[src/rtl/pm_key_scan.sv]
// Scalar-key responder for a Montgomery-ladder point multiplier: stores k, classifies it,
// skips to the leading one, then hands out the remaining bits MSB-first on request.
`timescale 1ns/1ps
module pm_key_scan #(
  parameter int KEY_W = 233,
  parameter int CNT_W = 8
) (
  input  logic             CLK,
  input  logic             RST_N,
  input  logic             key_load,
  input  logic [KEY_W-1:0] key_in,
  input  logic             key_check,
  input  logic             find_key_first,
  input  logic             keyscan_en,
  output logic [1:0]       key_state,
  output logic             key_first_found,
  output logic             ki,
  output logic [CNT_W-1:0] key_cnt
);

  typedef enum logic [2:0] {
    IDLE  = 3'd0,
    READY = 3'd1,
    FIND  = 3'd2,
    SCAN  = 3'd3,
    DONE  = 3'd4
  } state_t;

  localparam logic [CNT_W-1:0] CNT_LAST = CNT_W'(KEY_W);

  state_t           state;
  logic [KEY_W-1:0] sreg;
  logic [CNT_W-1:0] cnt_inc;
  logic             last_bit;

  assign cnt_inc  = key_cnt + CNT_W'(1);
  assign last_bit = (cnt_inc == CNT_LAST);

  function automatic logic [1:0] classify(input logic [KEY_W-1:0] k);
    if (k == '0)
      return 2'b01;
    else if ((k[KEY_W-1:1] == '0) && k[0])
      return 2'b11;
    else
      return 2'b10;
  endfunction

  always_ff @(posedge CLK or negedge RST_N) begin
    if (!RST_N) begin
      state           <= IDLE;
      sreg            <= '0;
      key_state       <= 2'b00;
      key_first_found <= 1'b0;
      ki              <= 1'b0;
      key_cnt         <= '0;
    end else if (key_load) begin
      state           <= READY;
      sreg            <= key_in;
      key_state       <= 2'b00;
      key_first_found <= 1'b0;
      ki              <= 1'b0;
      key_cnt         <= '0;
    end else begin
      case (state)
        READY: begin
          if (key_check)
            key_state <= classify(sreg);
          if (find_key_first)
            state <= FIND;
        end
        FIND: begin
          sreg    <= sreg << 1;
          key_cnt <= cnt_inc;
          // A leading one in the very last position leaves nothing to scan.
          if (sreg[KEY_W-1]) begin
            key_first_found <= 1'b1;
            state           <= last_bit ? DONE : SCAN;
          end else if (last_bit) begin
            state <= DONE;
          end
        end
        SCAN: begin
          if (keyscan_en) begin
            ki      <= sreg[KEY_W-1];
            sreg    <= sreg << 1;
            key_cnt <= cnt_inc;
            if (last_bit)
              state <= DONE;
          end
        end
        default: ;
      endcase
    end
  end

endmodule

[config.mk]
export PLATFORM = sky130hd
export DESIGN_NAME = pm_key_scan
export DESIGN_NICKNAME = d
export VERILOG_FILES = /design/src/rtl/pm_key_scan.sv
export SDC_FILE = /design/constraint.sdc
export NUM_CORES = 1
export LEC_CHECK = 0
export CAP_MARGIN = 20
export CORE_MARGIN = 2
export CORE_UTILIZATION = 41
export CTS_BUF_LIST = sky130_fd_sc_hd__clkbuf_8
export CTS_CLUSTER_SIZE = 8
export DETAILED_ROUTE_END_ITERATION = 12
export MAX_ROUTING_LAYER = met4
export PLACE_DENSITY_LB_ADDON = 0.15
export SLEW_MARGIN = 20
export SYNTH_ARGS = -nofsm -noshare
export SYNTH_HDL_FRONTEND = slang
export SYNTH_SLANG_ARGS = --single-unit
export TNS_END_PERCENT = 30
[constraint.sdc]
create_clock -name CLK -period 2.21 [get_ports CLK]
set_clock_uncertainty 0.05 [all_clocks]
set_input_delay 0.442 -clock CLK [delete_from_list [all_inputs] [get_ports CLK]]
set_output_delay 0.442 -clock CLK [all_outputs]
set_load 0.005 [all_outputs]
== After elaboration in Yosys (flattened, before gate mapping) ==
Cells that the tools add are included.
Widths: inputs -> output; s select.
Storage, ports and cells
  bits in registers: 248
  latch bits: 0
  memory bits (writable): 0
  bits in read-only memories: 0
  input bits: 239
  output and inout port bits: 12
  logic and storage cells: 53
  memories: 0
Cells by class
  add/subtract/negate cells: 1
  multiply operators: 0
  divide/modulo/power cells: 0
  order comparisons: 0
  equal/unequal tests: 6
  shifts and indexed selects: 0
  multiplexer cells: 24
  bitwise gates (word level): 0
  reductions and logical operators: 16
Operator list (number)
  $mux 233: 2
  $pmux 233 s2: 1
  $logic_not 233->1: 1
  $logic_not 232->1: 1
  $mux 3: 6
  $mux 8: 2
  $pmux 8 s2: 1
  $reduce_bool 2->1: 6
  $pmux 3 s3: 1
  $add 8x1->8 const B: 1
  $eq 8x8->1 const B: 1
  $mux 2: 4
  $reduce_and 2->1: 4
  $mux 1: 7
  $eq 3x2->1 const B: 2
  $ne 3x3->1 const B: 2
  $reduce_bool 4->1: 1
  $eq 3x1->1 const B: 1
  $reduce_and 3->1: 1
  $reduce_bool 3->1: 1
  $logic_and 1x1->1: 1

== Logic depth before layout (Yosys ltp) ==
Gate-level depths: netlist of run 1.
  depth in word-level cells: 7
  depth in mapped cells: 7
  gate-level depth less buffers: 7

== Worst setup path after synthesis of run 1 ==
No wires, ideal clock.
  path type: reg-to-reg
  from: register sreg[108]
  to: register key_state[1]
  setup time: 0.137 ns
  arrival time: 1.467 ns
  required time: 2.023 ns
  slack: 0.556 ns
  stages on the path, launching flop included: 7
  buffers on the path: 0
  period minus slack after synthesis: 1.654 ns
  cell sequence: dfrtp_1 > or4_1 > nor2_1 > nand3_1 > nor4_1 > and4_1 > a211oi_1
On the way
  cells in the longest elaborated chain, start to end: 5
RTL lines
  start: declaration: RTL line 32  | logic [KEY_W-1:0] sreg;
  start signal: assignment: RTL line 58  | sreg <= key_in;
  start signal: assignment: RTL line 72  | sreg <= sreg << 1;
  start signal: assignment: RTL line 85  | sreg <= sreg << 1;
  $logic_not 233->1: RTL line 40  | if (k == '0)
  $mux 2: RTL line 40
  $mux 2: RTL line 66  | if (key_check)
  $mux 2: RTL line 64  | case (state)
  $mux 2: RTL line 56  | end else if (key_load) begin
  end signal: assignment: RTL line 67  | key_state <= classify(sreg);
  end: declaration: RTL line 15  | output logic [1:0] key_state,
No other way between the ends. The select of a mux whose other input is x is not followed.
A chain may end at the register's enable or synchronous reset.

== Worst setup path after layout of run 1 ==
  from: register sreg[90]
  to: register key_state[0]
On the way
  cells in the longest elaborated chain, start to end: 7
  elaborated cells between the ends (all ways): 8
  classes of those cells: 5 x mux; 3 x reduce/logical
RTL lines
  $logic_not 232->1: RTL line 42  | else if ((k[KEY_W-1:1] == '0) && k[0])
  $logic_and 1x1->1: RTL line 42
  $mux 1: RTL line 42
  $mux 2 *: RTL line 40
  $mux 2 *: RTL line 66
  $mux 2 *: RTL line 64
  $mux 2 *: RTL line 56
Every way passes the cells marked *; elsewhere a longest branch is shown, timed or not. The select of a mux whose other input is x is not followed.

==> results of run 1 <==
## report_power, final
part	leakage, µW	total (µW)	switching (µW)	internal, µW
combinational	0.00301	1950	890	1060
clock	0.000559	4730	1950	2790
sequential	0.00304	5480	460	5020
total	0.00660	12200	3300	8870
## through the flow
| step | worst slack [ns] | setup TNS, ns | hold WS, ns | utilization [%] |
|---|---|---|---|---|
| floorplan | 0.556 | 0 | 0.0964 | - |
| global placement | -0.279 | -0.555 | 0.351 | 52.3 |
| detailed placement | -0.219 | -0.433 | 0.352 | 52.3 |
| CTS | 0.0523 | 0 | 0.236 | 55.9 |
| global route | 0.0136 | 0 | 0.257 | 56.0 |
| finish | 0.123 | 0 | 0.253 | 56.0 |
## final timing paths
check / slack [ns] / to / cells past startpoint
worst min-delay path: 0.25 / sreg[213] / 3
worst min register to register: 0.47 / key_first_found / 2
worst max register to register: 0.12 / key_state[0] / 6
worst max-delay path: 0.12 / key_state[0] / 6
min in group asynchronous: 0.36 / sreg[200] / 2
max in group asynchronous: 1.05 / sreg[107] / 3
## worst register-to-register path: stages (launching register included)
cell	delay [ns]
dfrtp_1	0.39
nor4_1	0.61
buf_4	0.22
nand4_1	0.06
nor4_1	0.31
and4_1	0.26
o21ba_1	0.14
## logic make-up after synthesis
kind of cell	synth area share [%]
AOI/OAI and AO/OA	10.5
xor gates and xnor gates	0.584
adders and majority gates	0.209
buffers and inverters	4.54
DFF	51.7
muxes	19.4
and+or+nand+nor	13.0
## state kept, by name, indices dropped and copies added (netlist names)
signal and cells:
key_cnt 8, state 3, key_first_found 1, ki 1, key_state 2, sreg 233
## layout make-up
type                            instances  area (µm²)
Multi-Input combinational cell        843        5280
Timing Repair Buffer                  299        3110
Inverter                                7        26.3
Sequential cell                       248        6210
Fill cell                            2564       12700
Clock buffer                           64         881
Tap cell                              384         480
Antenna cell                            3        7.51
Clock inverter                         17         124
## cells in the final DEF (no fill, tap or decap), drive strengths merged, types with 2 or more instances in the layout
cell / netlist / final
a211oi: 2 / 2
a21oi: 6 / 6
a31oi: 2 / 2
buf: 26 / 50
bufinv: 0 / 2
clkbuf: 53 / 64
clkdlybuf4s50: 0 / 248
clkinv: 0 / 3
dfrtp: 248 / 248
diode: 0 / 3
ha: 2 / 2
inv: 7 / 18
mux2i: 233 / 233
nand2: 241 / 241
nand2b: 2 / 2
nand3: 10 / 10
nand4: 13 / 13
nor2: 18 / 18
nor3: 4 / 4
nor4: 56 / 56
o21ai: 233 / 233
or4: 4 / 4
xnor2: 4 / 4
xor2: 4 / 4
## what timing repair did
item,in CTS,in global routing
hold buffers,1,0
setup endpoints to repair,2,3
gates resized for setup,2,3
pin swaps,0,0
endpoints found under the hold margin,47,0
## metal layers
metal  vias to the layer above  share of wire (%)  global-route usage [%]
li1                       4720                  -                       -
met1                      4669                 47                    31.2
met2                       267                 45                    33.7
met3                        63                5.5                    4.11
met4                         0                2.5                    7.40
met5                         -                  0                       -
==> metrics.yaml, run 1 <==
global_routing:
  grt.overflow.total: 0
  grt_pass1_vias: 9917
  antenna_found_initial: 3
  grt_max_degree: 70
  track_usage_pct: 22.6
  grt_pass1_wl_um: 53300
timing:
  slew_violations: 0
  worst_pin_slew_ns: 0.656
  finalCriticalPeriod_ns: 2.09
  finalHoldViolCount: 0
  setup_viol: 0
  rsz0062_at_grt: "no"
  fin_crit_sh_pct: 94.4
  relSlewSlack_pct: 55.9
  fmax_ghz: 0.479
clock_network:
  tritoncts: "yes"
  clkTransAtPathRegs_ns: 0.06
  htree_levels: 2
  cts_setup_buffers: 0
  cts.sinks: 248
  cts_made_buffers: 45
  cts_buffer_depth: 3
  clk_latency_ns: 0.56
  clock-root-buffer: "clkbuf_8"
floorplanning:
  dieWidth_um: 175
  die_y_um: 175
  ioPinCount: 251
  die_area_mm2: 0.0306
  core_region_area_mm2: 0.0288
  fp-row-count: 62
  initial_core_util_pct: 41.7
synthesis:
  synth_cell_types: 33
  synth_top_cell_by_area: "dfrtp_1"
  synth-edff-count: 0
  syn-num-nets: 1418
  syn_area_mm2: 0.0120
  ys.flop_type: "dfrtp_1"
  ys_ff_latch: 248
  async_flop_share_pct: 100
  yosys-top-cells-area: "dfrtp_1 52%, mux2i_1 19%, o21ai_1 9.6%"
  post_synth.cell_area_avg_um2: 10.2
  synth_top_area_share_pct: 51.7
  ys_seq_area_share_pct: 51.7
  synthCells: 1177
  ys_top_cells_by_count: "248 x dfrtp_1, 241 x nand2_1, 233 x mux2i_1"
  yosys_warnings: 0
  yosysMostFrequentCell: "dfrtp_1"
drt:
  wl_um: 33300
  wl_per_cell_um: 17.9
  viasPerCell: 5.21
  drt-initial-drc-count: 538
  drc: 0
  drtPass1Iterations: 5
  vias: 9719
  antenna_left: 0
layout:
  drive_above_1_share_pct: 8.66
  stdcell_count: 1865
  nNetsFinal: 1685
  stdcell_area_mm2: 0.0161
  syn2layout_area_growth_pct: 34.3
critical_path:
  crit_type: "reg2reg"
  cp_top_family: "simple AND/OR/NAND/NOR gates"
  start_kind: "flop"
  worstPathArrival_ns: 2.53
  cpMostUsedCell: "nor4_1"
  worst-path-max-fanout: 3
  regToRegStartpoint: "sreg[90]"
  cpMaxStageDelayCell: "nor4_1"
  crit_buf_inv: 1
  worstSetupEndpointType: "flop"
  worst_ep_required_time_ns: 2.66
  critPathMaxStageDelay_ns: 0.61
  cp_cell_sequence: "nor4_1 > buf_4 > nand4_1 > nor4_1 > and4_1 > o21ba_1"
  startpoint: "sreg[90]"
min_path:
  hold_path.class: "in2reg"
  min-delay-start: "key_load"
placement:
  dp_hpwl_um: 24300
  gp_congestion: 0.840
  dpl.cell_count: 1780
  placed_area_mm2: 0.0151
  io_buffers: 250
pwr:
  power_uw: 12200
  power.leakage_uw: 0.00660
  ir_drop_mv: 0.348
  power_density_mw_per_mm2: 756
job:
  cap_violations: 0
run_status:
  outcome: "finished clean"
Power figures use the tool's default switching activity.
==> inputs of run 2 (changes only) <==
Settings changed: CTS_CLUSTER_DIAMETER set to 200.
==> metrics.yaml, run 2 (synthesized netlist as in run 1, its figures left out) <==
run_status:
  outcome: "finished clean"
timing:
  slew_violations: 0
  relSlewSlack_pct: 60.1
  rsz0062_at_grt: "no"
  finalCriticalPeriod_ns: 2.07
  fmax_ghz: 0.484
  worst_pin_slew_ns: 0.593
  finalHoldWorstSlack_ns: 0.292
  finalHoldViolCount: 0
  setup_viol: 0
  fin_crit_sh_pct: 93.5
drt:
  drt-initial-drc-count: 573
  wl_per_cell_um: 18.1
  antenna_left: 0
  viasPerCell: 5.29
  wl_um: 33000
  drc: 0
  drtPass1Iterations: 4
  vias: 9621
placement:
  placed_area_mm2: 0.0151
  dpl.cell_count: 1780
  gp_congestion: 0.840
  dp_hpwl_um: 24300
  io_buffers: 250
global_routing:
  grt.overflow.total: 0
  track_usage_pct: 22.4
  grt_max_degree: 70
  grt_pass1_wl_um: 52900
  antenna_found_initial: 2
  grt_pass1_vias: 9817
pwr:
  power_density_mw_per_mm2: 675
  power.leakage_uw: 0.00631
  combPwrFrac_pct: 18.5
  pwr-share-seq_pct: 52.0
  pwr-share-clk_pct: 29.5
  switching_share_pct: 28.2
  intPower_uw: 7570
  power.switching_uw: 2980
  ir_drop_mv: 0.374
clock_network:
  cts_setup_buffers: 0
  htree_levels: 2
  clkTransAtPathRegs_ns: 0.06
  cts_buffer_depth: 3
  cts.sinks: 248
  clock-root-buffer: "clkbuf_8"
  tritoncts: "yes"
  clk_latency_ns: 0.52
  cts_made_buffers: 36
layout:
  largest_register_ffs: 233
  nNetsFinal: 1676
  most-common-layout-cells: "248 x clkdlybuf4s50_1, 248 x dfrtp_1, 241 x nand2_1"
  drive_above_1_share_pct: 6.69
  syn2layout_area_growth_pct: 30.2
  stdcell_area_mm2: 0.0156
  top_register: "sreg"
  reg.largest.list: "sreg (233), key_cnt (8), state (3)"
  stdcell_count: 1820
critical_path:
  worst-path-max-fanout: 3
  cp_top_family: "simple AND/OR/NAND/NOR gates"
  worst_ep_required_time_ns: 2.61
  cp_cell_sequence: "or4_1 > nor2_1 > nand3_1 > nor4_1 > and4_1 > o21ba_1"
  crit_type: "reg2reg"
  crit_buf_inv: 0
  cpMaxStageDelayCell: "or4_1"
  start_kind: "flop"
  worstPathArrival_ns: 2.47
  critPathMaxStageDelay_ns: 0.53
  worstSetupEndpointType: "flop"
floorplanning:
  core_region_area_mm2: 0.0288
  fp-row-count: 62
  ioPinCount: 251
  initial_core_util_pct: 41.7
  dieWidth_um: 175
  die_area_mm2: 0.0306
  die_y_um: 175
min_path:
  hold_path.class: "in2reg"
job:
  cap_violations: 0
run 2: cell types whose count changed in the layout (fill, tap and decap cells not counted):
| cell | delta |
|---|---|
| bufinv_16 | -2 |
| clkbuf_8 | -27 |
| clkinv_2 | -3 |
| clkinvlp_4 | -1 |
| diode_2 | -1 |
| inv_1 | -11 |
| nor4_1 | -1 |
| nor4_2 | +1 |
run 2: metal layers:
layer / track usage [%] / part of all wire, % / vias up
met4: 6.11 / 2.2 / 0
met1: 31.4 / 47 / 4643
met3: 3.52 / 5.0 / 52
li1: - / - / 4665
met5: - / 0 / -
met2: 33.8 / 45 / 261
run 2: tightest hold or removal path: cells and delay by family:
kind	cells	cell delay [ns]
AOI/OAI and AO/OA	1	0.05
buffers and inverters	1	0.21
and+or+nand+nor	1	0.10
run 2: layout make-up:
class                           instances  area [µm²]
Antenna cell                            2        5.00
Clock buffer                           37         509
Fill cell                            2599       13200
Inverter                                7        26.3
Multi-Input combinational cell        843        5280
Sequential cell                       248        6210
Tap cell                              384         480
Timing Repair Buffer                  299        3110
run 2: metrics by stage:
| stage | setup TNS [ns] | total power (µW) | setup WS, ns | util (%) |
|---|---|---|---|---|
| floorplan | 0 | 6520 | 0.556 | - |
| global placement | -0.555 | 7480 | -0.279 | 52.3 |
| detailed placement | -0.433 | 7530 | -0.219 | 52.3 |
| CTS | 0 | 10700 | 0.0490 | 54.2 |
| global route | 0 | 11100 | 0.0271 | 54.3 |
| finish | 0 | 10500 | 0.144 | 54.3 |
run 2: final timing paths:
path                                      start         endpoint  slack [ns]  cells past startpoint
max in group asynchronous                 RST_N         sreg[78]        1.01                      3
worst max-delay path                  sreg[108]     key_state[0]        0.14                      6
min in group asynchronous                 RST_N        sreg[200]        0.41                      2
worst min register to register  key_first_found  key_first_found        0.46                      2
worst max register to register        sreg[108]     key_state[0]        0.14                      6
worst min-delay path                   key_load        sreg[213]        0.29                      3
run 2: power by group through the flow:
stage               clock network, µW  registers (µW)  logic, µW
finish                           3110            5480       1950
floorplan                           0            5380       1150
detailed placement                  0            5550       1970
global route                     3400            5550       2170
global placement                    0            5540       1930
CTS                              3210            5480       1980
run 2: timing repair:
action	CTS	global route
endpoints found under the hold margin	47	0
endpoints found under the setup margin	2	3
hold buffers	1	0
gates resized for setup	2	4
==> inputs of run 3 (changes only) <==
Settings changed: CELL_PAD_IN_SITES_DETAIL_PLACEMENT set to 1, CELL_PAD_IN_SITES_GLOBAL_PLACEMENT set to 1, DONT_BUFFER_PORTS set to 1.
==> metrics.yaml, run 3 (synthesized netlist as in run 1, its figures left out) <==
run_status:
  outcome: "finished, violations left"
  failed_checks: "hold timing"
layout:
  most-common-layout-cells: "247 x dfrtp_1, 241 x nand2_1, 233 x mux2i_1"
  drive_above_1_share_pct: 6.96
  nNetsFinal: 1563
  top_register: "sreg"
  final_common_cell: "dfrtp_1"
  stdcell_area_mm2: 0.0145
  diodes: 0
  fillers: 3168
  reg.largest.list: "sreg (233), key_cnt (8), state (3)"
  largest_register_ffs: 233
  regArea_mm2: 0.00621
  multi_input_area_mm2: 0.00531
  post-route-util_pct: 50.3
  syn2layout_area_growth_pct: 20.6
clock_network:
  cts.sinks: 248
  cts_made_buffers: 36
  clock-root-buffer: "clkbuf_8"
  tritoncts: "yes"
  clk_latency_ns: 0.53
  clkTransAtPathRegs_ns: 0.07
  cts_buffer_depth: 3
  htree_levels: 2
critical_path:
  start_kind: "flop"
  critPathMaxStageDelay_ns: 0.56
  r2r_end: "sreg[0]"
  regToRegStartpoint: "state[2]"
  worst_ep_required_time_ns: 2.57
  worstSetupEndpointType: "flop"
  regToRegSetupSlack_ns: 0.06
  rr_worst_depth: 5
  cpMaxStageDelayCell: "dlygate4sd3_1"
  cp_cell_sequence: "and2b_2 > and2_4 > buf_12 > o31ai_2 > dlygate4sd3_1"
  crit_buf_inv: 2
  crit_type: "reg2reg"
  worstPathArrival_ns: 2.51
  cp_top_family: "buffers and inverters"
  worst-path-max-fanout: 28
floorplanning:
  die_area_mm2: 0.0306
  fp-row-count: 62
  core_region_area_mm2: 0.0288
  die_y_um: 175
  dieWidth_um: 175
  ioPinCount: 251
  initial_core_util_pct: 41.7
timing:
  finalHoldWorstSlack_ns: -0.434
  setup_viol: 0
  fin_crit_sh_pct: 97.3
  slew_violations: 0
  rsz0062_at_grt: "yes"
  worst_pin_slew_ns: 0.730
  finalCriticalPeriod_ns: 2.15
  relSlewSlack_pct: 51.3
  finalHoldViolCount: 249
  setup_ws_ns: 0.0592
  fmax_ghz: 0.465
pwr:
  pwr-share-seq_pct: 53.7
  power.switching_uw: 2860
  combPwrFrac_pct: 15.4
  power.leakage_uw: 0.00595
  pwr-share-clk_pct: 30.9
  switching_share_pct: 28.0
  intPower_uw: 7360
  power_density_mw_per_mm2: 706
  ir_drop_mv: 0.392
global_routing:
  antenna_found_initial: 0
  grt_pass1_vias: 9841
  grt_pass1_wl_um: 54600
  grt.overflow.total: 0
  track_usage_pct: 23.3
  grt_max_degree: 482
  use_met3_pct: 3.68
  grt_use_met1_pct: 31.6
  grt-busiest-layer: "met2"
  grt_use_met2_pct: 36.9
min_path:
  hold_path.class: "in2async"
placement:
  dp_hpwl_um: 23200
  io_buffers: 0
  gp_congestion: 0.767
  dp_slack_ns: -0.203
  placed_area_mm2: 0.0124
drt:
  viasPerCell: 5.46
  drt-initial-drc-count: 548
  vias: 9311
  drtPass1Iterations: 4
  drc: 0
  wl_per_cell_um: 21.2
  wl_um: 36100
  antenna_left: 0
job:
  cap_violations: 0
-- run 3: cell count changes in the layout (fill, tap and decap cells not counted), sizes merged --
cell / before / now
buf: 50 / 43
clkdlybuf4s50: 248 / 0
diode: 2 / 0
dlygate4sd3: 1 / 143
-- run 3: how the worst max path moves through the flow --
stage,slack [ns],start,cells after the start,endpoint
after floorplan,0.56,sreg[108],6,key_state[1]
after global placement,-0.21,sreg[120],7,key_state[1]
after detailed placement,-0.20,sreg[120],7,key_state[0]
after CTS,0.04,state[1],7,key_cnt[7]
after global routing,-0.01,state[2],8,key_cnt[6]
final,0.06,state[2],5,sreg[0]
-- run 3: power groups by stage --
stage,logic (µW),clock network [µW],registers (µW)
global route,1750,3440,5550
CTS,1520,3280,5480
detailed placement,1320,0,5560
finish,1580,3150,5490
floorplan,1150,0,5380
global placement,1280,0,5550
-- run 3: what timing repair did --
| action | in CTS | in global routing |
|---|---|---|
| buffers inserted | 0 | 1 |
| hold endpoints to repair | 469 | 275 |
| endpoints found under the setup margin | 2 | 10 |
| hold buffers | 132 | 13 |
| gates resized for setup | 4 | 9 |
-- run 3: final cells by class --
class | instances | area share [%]
multi-input cells | 843 | 36.7
inverters | 7 | 0.182
repair buffers | 186 | 13.4
clock buffers | 37 | 3.52
well taps | 384 | 3.32
flip-flops and latches | 248 | 42.9
-- run 3: per-layer routing --
| metal | wire length (µm) | vias up |
|---|---|---|
| met3 | 1650 | 52 |
| met4 | 607 | 0 |
| met2 | 17100 | 223 |
| met1 | 16700 | 4614 |
| li1 | - | 4422 |
| met5 | 0 | - |
-- run 3: worst register-to-register path, delay by kind of cell (launching register included) --
kind | cells | cell delay (ns)
AO/OA/AOI/OAI | 1 | 0.09
buffers and inverters | 2 | 0.84
flip-flops | 1 | 0.41
AND/OR/NAND/NOR | 2 | 0.66
-- run 3: per-stage QoR --
stage	cells	power [µW]	setup TNS, ns	hold slack [ns]
6_report	1705	10200	0	-0.434
2_1_floorplan	1177	6520	0	0.0964
3_5_place_dp	1522	6880	-0.404	0.105
4_1_cts	1691	10300	0	-0.474
5_1_grt	1705	10700	-0.0391	-0.464
3_3_place_gp	1522	6830	-0.421	0.104
==> edit 1, RTL diff (settings of run 2) <==
Change the parameter `KEY_W` from 233 to 466.
--- a/src/rtl/pm_key_scan.sv
+++ b/src/rtl/pm_key_scan.sv
@@ -3,5 +3,5 @@
 `timescale 1ns/1ps
 module pm_key_scan #(
-  parameter int KEY_W = 233,
+  parameter int KEY_W = 466,
   parameter int CNT_W = 8
 ) (
Ports: changed (resized key_in); port bits go from 251 to 484. No check against the original RTL was run, so the function may have changed too.
==> edit 1 against run 2 <==
  * Critical endpoint is now key_state[1]$_DFFE_PN0P_
  * Sequential share of layout area decreased by 1.0 points
  * Area after synthesis increased by 93%
  * Wire length increased by 120%
  * Power increased by 130%
  * Via count increased by 94%
  * Setup slack got worse by 280 ps
  * Fmax decreased by 12%
  * First-iteration DRC count increased by 100%
  * Critical path depth increased by 2
  * Utilization increased by 1.2 points
  * The flow now finishes with violations (negative setup slack)
  * Sequential cell count increased by 233
  * Cell area increased by 99%
==> edit 1: results (changes against run 2) <==
Status - complete, but fails checks
Violated checks - negative setup slack
Clk buf depth - 3 (unchanged)
Final-report setup violation count - 2 (+2)
PortBufs - 483 (+93%)
Worst Path Arrival - 2810 ps (+340 ps)
Largest net degree at the start of global routing - 80 (+14%)
CTS Buf Count - 70 (+94%)
Commonest cells post-synth - 481 x dfrtp_1, 470 x nand2_1, 466 x mux2i_1, 410 x o21ai_1, 112 x nor4_1
TNS Setup - -233 ps (-233 ps)
Net switching power figure - 7.79 mW (+160%)
Reg-to-Reg End - key_state[1]$_DFFE_PN0P_
Number of vias per cell - 5.16 (-2.3%)
Pwr per Cell Area - 789 nW/um^2 (+17%)
Slowest CP cell - dfrtp_1
Final Worst Setup Slack - -134 ps (-277 ps)
Peak supply drop - 0.428 mV (+15%)
Placed inst area - 29,800 sq um (+98%)
Cells after synthesis - 2,266 (+93%)
Syn nets - 2,740 (+93%)
Placed Instances - 3,502 (+97%)
Initial antenna violation count - 30 (+28)
Top flop regs - sreg (466), key_cnt (8), state (3)
Pre-CTS WS - -598 ps (-379 ps)
Filler instances - 4,903 (+89%)
Critical path peak fanout - 2 (-1)
# nets final - 3,295 (+97%)
Share of cells above drive strength 1 - 9.69% (+3.0 points)
Drt first pass iters - 6 (+2)
Hold Slack - 255 ps (-36.8 ps)
Comb power - 5.77 mW (+200%)
CP max stage delay - 400 ps (-130 ps)
Post-route cell area - 31,100 sq um (+99%)
Iter 0 DRT Violations - 1,154 (+100%)
Vias in the first global route - 19,200 (+96%)
Total GRT Usage - 25.1% (+2.7 points)
GP Congestion - 0.876 (+4.3%)
Final HPWL DP - 54,500 um (+120%)
Routed len/inst - 19.7 um (+8.6%)
Clock latency on the worst-skew pair - 640 ps (+120 ps)
Pleak - 13.6 nW (+120%)
[edit 1: per-layer routing]
metal  share of wire, %  up-vias  GRT usage [%]
met1                 43     8925           31.6
met4                2.6        0           8.59
li1                   -     9165              -
met2                 48      458           39.0
met5                  0        -              -
met3                6.6      107           6.65
[edit 1: timing repair]
item                                   in CTS  in global routing
resized for setup                          20                 10
pin swaps                                   5                  6
hold buffers                                1                  0
buffers inserted                            1                  1
endpoints found under the hold margin     124                  0
setup endpoints to repair                   4                  4
[edit 1: worst max-delay path by stage]
stage	start	end	slack [ps]	cells past startpoint
6_report	sreg[10]$_DFFE_PN0P_	key_state[1]$_DFFE_PN0P_	-130	8
5_1_grt	sreg[10]$_DFFE_PN0P_	key_state[1]$_DFFE_PN0P_	-320	8
4_1_cts	sreg[122]$_DFFE_PN0P_	key_state[1]$_DFFE_PN0P_	-180	8
3_5_place_dp	sreg[219]$_DFFE_PN0P_	key_state[1]$_DFFE_PN0P_	-600	7
3_3_place_gp	sreg[122]$_DFFE_PN0P_	key_state[1]$_DFFE_PN0P_	-600	8
2_1_floorplan	key_cnt[0]$_DFFE_PN0P_	state[0]$_DFFE_PN0P_	380	6
[edit 1: area by class of cell]
| type | instances | area share (%) |
|---|---|---|
| antenna | 29 | 0.233 |
| clock buffer | 73 | 3.23 |
| clock inverter | 6 | 0.137 |
| inverter | 4 | 0.0483 |
| multi-input combinational | 1622 | 33.3 |
| sequential | 481 | 38.7 |
| tap | 756 | 3.04 |
| timing repair buffer | 642 | 21.2 |
[edit 1: cells by family after synthesis]
kind of cell	Yosys count	synth area share [%]
multiplexers	466	20.2
AND/OR/NAND/NOR	664	12.9
XOR/XNOR	7	0.265
flip-flops	481	52.0
buffers and inverters	163	3.97
AO/OA/AOI/OAI	483	10.6
adder cells (fa/ha/maj)	2	0.108
==> edit 2, RTL diff (config.mk and constraints of run 2) <==
Made on the original files. Register the output `key_cnt` once more; this adds one clock of latency there. The other outputs are not delayed to match.
--- a/src/rtl/pm_key_scan.sv
+++ b/src/rtl/pm_key_scan.sv
@@ -29,4 +29,6 @@
   localparam logic [CNT_W-1:0] CNT_LAST = CNT_W'(KEY_W);
 
+  logic [CNT_W-1:0] key_cnt_s0;
+
   state_t           state;
   logic [KEY_W-1:0] sreg;
@@ -34,5 +36,5 @@
   logic             last_bit;
 
-  assign cnt_inc  = key_cnt + CNT_W'(1);
+  assign cnt_inc  = key_cnt_s0 + CNT_W'(1);
   assign last_bit = (cnt_inc == CNT_LAST);
 
@@ -53,5 +55,5 @@
       key_first_found <= 1'b0;
       ki              <= 1'b0;
-      key_cnt         <= '0;
+      key_cnt_s0      <= '0;
     end else if (key_load) begin
       state           <= READY;
@@ -60,5 +62,5 @@
       key_first_found <= 1'b0;
       ki              <= 1'b0;
-      key_cnt         <= '0;
+      key_cnt_s0      <= '0;
     end else begin
       case (state)
@@ -71,5 +73,5 @@
         FIND: begin
           sreg    <= sreg << 1;
-          key_cnt <= cnt_inc;
+          key_cnt_s0 <= cnt_inc;
           // A leading one in the very last position leaves nothing to scan.
           if (sreg[KEY_W-1]) begin
@@ -84,5 +86,5 @@
             ki      <= sreg[KEY_W-1];
             sreg    <= sreg << 1;
-            key_cnt <= cnt_inc;
+            key_cnt_s0 <= cnt_inc;
             if (last_bit)
               state <= DONE;
@@ -94,4 +96,8 @@
   end
 
+  always_ff @(posedge CLK) begin
+    key_cnt <= key_cnt_s0;
+  end
+
 endmodule
 
Check against the original RTL: not equivalent (a bounded check fails within 4 cycles, from zero or initial values and one cycle with RST_N low).
==> edit 2 against run 2 <==
  * Hold slack improved by 56 ps
  * Power is 4.0% higher
  * Combinational power grew 9%
  * Area after synthesis grew 1.9%
  * Clock power up 2%
  * Cell area is 2.5% higher
  * Highest routed layer unchanged
  * Largest cell class unchanged
  * Utilization about the same
  * Wire length rose by 2.3%
  * Setup slack gained 33 ps
  * First-iteration DRC count up 3.0%
  * Sequential cell count grew 8
  * Synthesized cell count rose by 0.85%
==> edit 2: results (changes against run 2) <==
Post-CTS Setup Bufs - 0 (unchanged)
CTS Buf Count - 37 (+2.8%)
Number of vias per cell - 5.23 (-0.98%)
Largest net degree at the start of global routing - 84 (+20%)
Placed inst area - 15,400 sq um (+2.2%)
Initial antenna violation count - 1 (-1)
Routed len/inst - 18.2 um (+0.46%)
Clock-pin slew on the worst setup and hold paths - 60 ps (about the same)
Slowest CP cell - nor4_1
Syn nets - 1,428 (+0.71%)
Share of cells above drive strength 1 - 7.67% (+0.97 points)
Count of pins over their slew limit - 0 (unchanged)
Drt first pass iters - 5 (+1)
Total GRT Usage - 22.5% (+0.13 points)
Post-synthesis sequential area ratio - 52.1% (+0.34 points)
CTS root buf - clkbuf_8
Routed vias - 9,699 (+0.81%)
Final HPWL DP - 24,900 um (+2.5%)
Commonest cells post-synth - 248 x dfrtp_1, 243 x nand2_1, 234 x mux2i_1, 159 x o21ai_1, 76 x o21ai_0
Clk buf depth - 3 (unchanged)
Ys flop type - dfrtp_1
Pleak - 6.44 nW (+2.0%)
Pre-CTS WS - -301 ps (-82.7 ps)
Area contributors post-synth - dfrtp_1 51%, mux2i_1 19%, nand2_1 7.5%, o21ai_1 6.5%, o21ai_0 3.1%
Synth async-reset ratio - 96.9% (-3.1 points)
Placed Instances - 1,806 (+1.5%)
Delay-heaviest family, CP - simple AND/OR/NAND/NOR gates
Top flop regs - sreg (233), key_cnt (8), key_cnt_s0 (8)
Worst Tran Pin Value - 618 ps (+25.4 ps)
# nets final - 1,697 (+1.3%)
PortBufs - 250 (unchanged)
Critical path peak fanout - 3 (unchanged)
Distinct cells, synth - 42 (+27%)
Global-route wire length before repair - 53,500 um (+1.1%)
Peak supply drop - 0.365 mV (-2.4%)
Yosys warning count - 0 (unchanged)
Worst Hold Class - in -> reg
CP max stage delay - 530 ps (about the same)
Clock latency on the worst-skew pair - 520 ps (about the same)
Iter 0 DRT Violations - 590 (+3.0%)
H-tree Lvls - 2 (unchanged)
Cells after synthesis - 1,187 (+0.85%)
Status - finished clean
Post-route cell area - 16,000 sq um (+2.5%)
Worst Path Arrival - 2400 ps (-70 ps)
Vias in the first global route - 9,803 (-0.14%)
GP Congestion - 0.841 (+0.11%)
## edit 2: cell count changes after synthesis, moves of 4 or more
cell             run 2  this run
o21ai_0              3        76
o21ai_1            230       159
dfxtp_1              0         8
clkbuf_1            53        48
buf_2                0         4
nand3_1             10         6
nor4_1              56        60
or4_1                4         0
## edit 2: final timing paths
check                                           end  slack (ps)  depth (start not counted)                 startpoint
hold reg to reg                  key_cnt[6]$_DFF_P_         400                          0  key_cnt_s0[6]$_DFFE_PN0P_
max in group asynchronous      sreg[61]$_DFFE_PN0P_        1010                          3                      RST_N
min in group asynchronous            ki$_DFFE_PN0P_         400                          2                      RST_N
hold / removal                 sreg[63]$_DFFE_PN0P_         350                          3                   key_load
setup / recovery           key_state[1]$_DFFE_PN0P_         180                          6       sreg[52]$_DFFE_PN0P_
setup reg to reg           key_state[1]$_DFFE_PN0P_         180                          6       sreg[52]$_DFFE_PN0P_
## edit 2: metrics by stage
step / util, % / hold WS [ps] / power, mW
6_report: 54.3 / 348 / 11.0
2_1_floorplan: - / 96.4 / 6.80
3_5_place_dp: 52.2 / 369 / 7.87
4_1_cts: 54.2 / 327 / 11.1
5_1_grt: 54.3 / 364 / 11.6
3_3_place_gp: 52.2 / 375 / 7.83
## edit 2: report_power, final
group	switching, mW	internal (mW)	leakage [nW]
combinational	0.958	1.16	3.03
clock	1.68	1.50	0.303
sequential	0.488	5.18	3.10
## edit 2: per-layer routing
layer  global-route usage (%)  part of all wire [%]
met1                     32.4                    47
met2                     33.3                    45
met3                     3.80                   6.0
met4                     5.48                   1.8
met5                        -                     0
## edit 2: cell type report
cell class,count,area [sq um]
flip-flops and latches,256,6370
fillers,2701,13500
multi-input cells,849,5370
clock inverters,7,26.3
repair buffers,309,3230
inverters,3,11.3
diodes,2,5.00
well taps,390,488
clock buffers,37,509
## edit 2: tightest hold or removal path: stages
cell and delay (ps):
buf_8 230, nand2_1 130, o21ai_1 60
## edit 2: cell families after synthesis
kind of cell	Yosys count	share of synthesized area, %
compound gates	249	10.5
xor+xnor	7	0.502
fa+ha+maj	2	0.205
buf+inv	82	4.53
flops	256	52.1
mux	234	19.2
simple gates	357	13.0
## edit 2: timing repair
item                                    in CTS  in global routing
hold endpoints to repair                    52                  0
gates cloned                                 0                  0
gates resized for setup                      5                  5
pin swaps                                    0                  2
endpoints found under the setup margin       2                  2
hold buffers                                 1                  0
